## src/rtl/pixel_write_queue.sv

```systemverilog
// Generic synchronous show-ahead FIFO with flush and occupancy count.
// Latency: an entry written at cycle N is presented on rd_dat at cycle N+1; head is read combinationally.
// Backpressure: the caller asserts wr_vld only when !full or when popping in the same cycle.
module sync_fifo #(
    parameter int WIDTH = 8,
    parameter int DEPTH = 16
) (
    input  logic                   clk,
    input  logic                   reset,
    input  logic                   flush,
    input  logic                   wr_vld,
    input  logic [WIDTH-1:0]       wr_dat,
    input  logic                   rd_rdy,
    output logic                   rd_vld,
    output logic [WIDTH-1:0]       rd_dat,
    output logic [$clog2(DEPTH):0] count,
    output logic                   full
);
    localparam int PW = $clog2(DEPTH);

    logic [WIDTH-1:0] mem [DEPTH];
    logic [PW-1:0]    wr_ptr;
    logic [PW-1:0]    rd_ptr;
    logic [PW:0]      count_nxt;
    logic             do_pop;

    assign rd_vld = (count != '0);
    assign rd_dat = mem[rd_ptr];
    assign do_pop = rd_rdy && rd_vld;

    always_comb begin
        count_nxt = count;
        if (wr_vld && !do_pop) begin
            count_nxt = count + (PW+1)'(1);
        end else if (!wr_vld && do_pop) begin
            count_nxt = count - (PW+1)'(1);
        end
    end

    // Storage is cleared on reset so the head outputs read zero until the first write.
    always_ff @(posedge clk) begin
        if (reset) begin
            wr_ptr <= '0;
            rd_ptr <= '0;
            count  <= '0;
            full   <= 1'b0;
            for (int i = 0; i < DEPTH; i++) begin
                mem[i] <= '0;
            end
        end else if (flush) begin
            wr_ptr <= '0;
            rd_ptr <= '0;
            count  <= '0;
            full   <= 1'b0;
        end else begin
            if (wr_vld) begin
                mem[wr_ptr] <= wr_dat;
                wr_ptr      <= wr_ptr + PW'(1);
            end
            if (do_pop) begin
                rd_ptr <= rd_ptr + PW'(1);
            end
            count <= count_nxt;
            full  <= (count_nxt == (PW+1)'(DEPTH));
        end
    end
endmodule

// Pixel write queue: maps (x, y, data) writes to frame-buffer addresses and buffers them for the SRAM.
// Latency: an accepted write is presented on sram_write_* one cycle later; one entry drains per write_slot.
// Backpressure: program_full when DEPTH entries are queued; a write while full without a pop is dropped and sets overflow.
module pixel_write_queue #(
    parameter int DEPTH      = 16,
    parameter int ADDR_WIDTH = 20,
    parameter int LINE_WIDTH = 640,
    parameter int LINES      = 480,
    parameter int BASE_ADDR  = 0
) (
    input  logic                   clk,
    input  logic                   reset,
    input  logic [9:0]             program_x,
    input  logic [9:0]             program_y,
    input  logic [15:0]            program_data,
    input  logic                   program_write,
    input  logic                   flush,
    output logic                   program_full,
    input  logic                   write_slot,
    output logic                   sram_write_req,
    output logic [ADDR_WIDTH-1:0]  sram_write_addr,
    output logic [15:0]            sram_write_data,
    output logic [$clog2(DEPTH):0] pending_count,
    output logic                   overflow
);
    typedef struct packed {
        logic [ADDR_WIDTH-1:0] addr;
        logic [15:0]           data;
    } entry_t;

    entry_t enq_entry;
    entry_t head_entry;
    logic   in_range;
    logic   pop;
    logic   push;
    logic   drop;

    assign in_range = (32'(program_x) < 32'(LINE_WIDTH)) && (32'(program_y) < 32'(LINES));

    // Constant multiply by LINE_WIDTH reduces to shift-add; result is truncated to the SRAM address width.
    assign enq_entry.addr = ADDR_WIDTH'(32'(BASE_ADDR) + 32'(program_y) * 32'(LINE_WIDTH) + 32'(program_x));
    assign enq_entry.data = program_data;

    assign pop  = write_slot && sram_write_req;
    assign push = program_write && in_range && (!program_full || pop);
    assign drop = program_write && in_range && program_full && !pop;

    sync_fifo #(
        .WIDTH ($bits(entry_t)),
        .DEPTH (DEPTH)
    ) u_fifo (
        .clk    (clk),
        .reset  (reset),
        .flush  (flush),
        .wr_vld (push),
        .wr_dat (enq_entry),
        .rd_rdy (write_slot),
        .rd_vld (sram_write_req),
        .rd_dat (head_entry),
        .count  (pending_count),
        .full   (program_full)
    );

    assign sram_write_addr = head_entry.addr;
    assign sram_write_data = head_entry.data;

    always_ff @(posedge clk) begin
        if (reset) begin
            overflow <= 1'b0;
        end else if (drop) begin
            overflow <= 1'b1;
        end
    end
endmodule

```

## config.mk

```make
export PLATFORM = sky130hd
export DESIGN_NAME = pixel_write_queue
export DESIGN_NICKNAME = d
export VERILOG_FILES = /design/src/rtl/pixel_write_queue.sv
export SDC_FILE = /design/constraint.sdc
export NUM_CORES = 1
export LEC_CHECK = 0
export CORE_MARGIN = 4
export CORE_UTILIZATION = 50
export DETAILED_ROUTE_END_ITERATION = 6
export MAX_ROUTING_LAYER = met4
export PLACE_DENSITY = 0.73
export SLEW_MARGIN = 20
export SYNTH_ARGS = -nofsm -noshare
export SYNTH_HDL_FRONTEND = slang
export SYNTH_HIERARCHICAL = 1
export SYNTH_SLANG_ARGS = --single-unit
```

## constraint.sdc

```tcl
create_clock -name clk -period 3.8 [get_ports clk]
set_input_delay 0.76 -clock clk [delete_from_list [all_inputs] [get_ports clk]]
set_output_delay 0.76 -clock clk [all_outputs]
set_load 0.01 [all_outputs]
```

==> impl_metrics.yaml <==
synthesis:
  synth-edff-count: 576
  synth.top_cell.area_share_pct: 63.2
  synth_common_cells: "and2_1 (576), edfxtp_1 (576), mux4_2 (180)"
  synth.distinct_cells: 50
  synth-main-ff-cell: "edfxtp_1"
  ys_top_cells_by_area: "edfxtp_1 (63%), mux4_2 (15%), and2_1 (13%)"
  avgSynthCellArea_sq_um: 16.3
  netlist_area_sq_um: 27400
  postSynthCellCount: 1684
  ys_seq_area_share_pct: 64.6
  yosysWarnings: 6
  async_reset_ff_share_pct: 0
  yosys.area.top_type: "edfxtp_1"
  syn-num-nets: 1753
  synth-seq-cells: 595
clocking:
  numCtsBuffers: 61
  htreeDepth: 2
  clock-root-buffer: "clkbuf_16"
  cts_tree: "done"
  clock_latency_ns: 0.62
  clockBufferDepth: 3
  cts_sinks: 595
  path_clk_slew_ns: 0.06
  holdBufCountCts: 0
place:
  hpwl_microns: 38100
  place_congestion: 0.815
  port_buffers: 84
  placed_area_sq_um: 29800
  place_ws_ns: -0.786
timing:
  fin_crit_sh_pct: 98.4
  setup_viol: 0
  fmax_ghz: 0.267
  tightest_slew_ns: 1.02
  final_max_slew_viol_count: 0
  slew_headroom_pct: 32.0
  final.setup.worst_slack_ns: 0.0606
  tns_ns: 0
  grt_setup_unrepaired: "yes"
  finalCriticalPeriod_ns: 3.74
  fin_worst_skew_ns: 0.0170
  whs_ns: 0.493
  hold_viol_final: 0
layout:
  fin_util_pct: 59.6
  syn2layout_area_growth_pct: 17.6
  fillerInstances: 4028
  num-nets-final: 1893
  final_area_sq_um: 32200
  drive_above_1_share_pct: 23.6
critical_path:
  r2r_start: "u_fifo/count[0]"
  worstPathRequired_ns: 3.04
  cp_max_fo: 8
  r2r_setup_slack_ns: 0.76
  rr_worst_depth: 10
  criticalPathCategory: "flip-flop to output pin"
  worstSetupStartpointType: "flip-flop"
  r2r_end: "u_fifo/mem[9][21]"
  critPathCaptureType: "output pin"
  crit_arrival_ns: 2.98
route:
  post_drt_wl_per_cell_microns: 26.7
  vias: 15300
  drt_iter0_drc: 1741
  drt_first_pass_iters: 5
  ant_nets: 0
  wl_microns: 68600
  drcViolationCount: 0
  viasPerCell: 5.93
pwr:
  power_leakage_nw: 11.7
  powerDensity_nw_per_um2: 450
  ir_drop_mv: 0.338
worst_hold_path:
  hp-class: "flip-flop to flip-flop"
  hp-start: "overflow"
  holdPathEnd: "overflow"
  min_delay_path_depth: 2
global_route:
  gr-total-overflow: 0
  grt_pass1_wl_microns: 102000
  grtUsageTotal_pct: 24.1
  grt_pass1_vias: 16000
  grt_antenna_before_repair: 6
  grt_max_degree: 37
floorplan:
  die_w_microns: 242
  io-pin-count: 85
  core-area_sq_um: 54000
  start_util_pct: 50.7
  die_h_microns: 242
  dieArea_sq_um: 58500
  num_rows: 85
status:
  outcome: "finished, final reports clean"
run:
  maxCapViolCount: 0
==> cell usage in the layout (no fill, tap or decap), types with 14 or more instances in the layout <==
master and count:
and2_1 576, buf_12 25, buf_4 85, clkbuf_16 65, clkdlybuf4s50_1 61, clkinv_1 19
dfxtp_1 15, dlymetal6s2s_1 17, edfxtp_1 576, ha_1 26, mux4_2 180, nand2_1 14
nor2_1 24, nor2_4 16, or2_2 16
==> stage by stage <==
step                power, W  instances
floorplan            0.00811       1684
detailed placement   0.00859       2444
finish                0.0145       2574
CTS                   0.0146       2564
global route          0.0149       2574
global placement     0.00855       2444
==> power breakdown <==
part	switching (W)	internal [W]	total, W
Clock	0.00246	0.00355	0.00601
Combinational	0.000601	0.000433	0.00103
Sequential	0.0000625	0.00739	0.00746
Total	0.00312	0.0114	0.0145
==> what timing repair did <==
action,4_1_cts,5_1_grt
gates resized for setup,14,31
cloned,3,3
buffers inserted,3,4
setup endpoints to repair,67,100
pin swaps,0,3
==> kinds of logic (layout without fill, tap and decap cells) <==
family,after synthesis,count (layout),share of synthesized area (%)
fa+ha+maj,28,28,1.33
xor+xnor,26,26,0.832
compound gates,32,32,0.777
simple gates,678,678,15.2
mux,184,184,15.0
other cells,0,3,0
buf+inv,141,332,2.27
flops,595,595,64.6
==> per-layer routing <==
layer  vias to the layer above  track usage (%)  wire, microns  part of all wire [%]
met2                       774             38.8          33800                    49
met1                      7843             32.9          26600                    39
met4                         0             5.31           1580                   2.3
li1                       6524                -              -                     -
met3                       116             4.06           6670                   9.7
met5                         -                -              0                     0
==> flip-flops by register name, indices dropped and copies added, names as in the netlist, named ones only <==
signal / flops
u_fifo/rd_ptr: 4
u_fifo/full: 1
u_fifo/count: 5
overflow: 1
u_fifo/wr_ptr: 4
u_fifo/mem: 576
==> worst max-delay path by stage <==
stage	cells past startpoint	to
floorplan	10	u_fifo/mem[12][35]
global placement	12	u_fifo/mem[4][34]
detailed placement	10	u_fifo/mem[5][33]
CTS	5	sram_write_addr[5]
global route	16	u_fifo/mem[9][35]
finish	5	sram_write_addr[18]
==> layout make-up <==
cell class | count | area, sq um | area share [%]
inverters | 11 | 41.3 | 0.128
multi-input cells | 948 | 9250 | 28.7
flip-flops and latches | 595 | 17700 | 54.9
repair buffers | 207 | 2320 | 7.21
diodes | 3 | 7.51 | 0.0233
clock inverters | 41 | 403 | 1.25
clock buffers | 73 | 1610 | 5.01
well taps | 696 | 871 | 2.70
==> worst max-delay path, cell delays in order (launching register included) <==
cell and delay, ns:
dfxtp_4 0.39, clkbuf_16 0.19, buf_6 0.18, mux4_2 0.52, mux4_2 0.56, clkdlybuf4s50_1 0.52
Power figures use the tool's default switching activity.
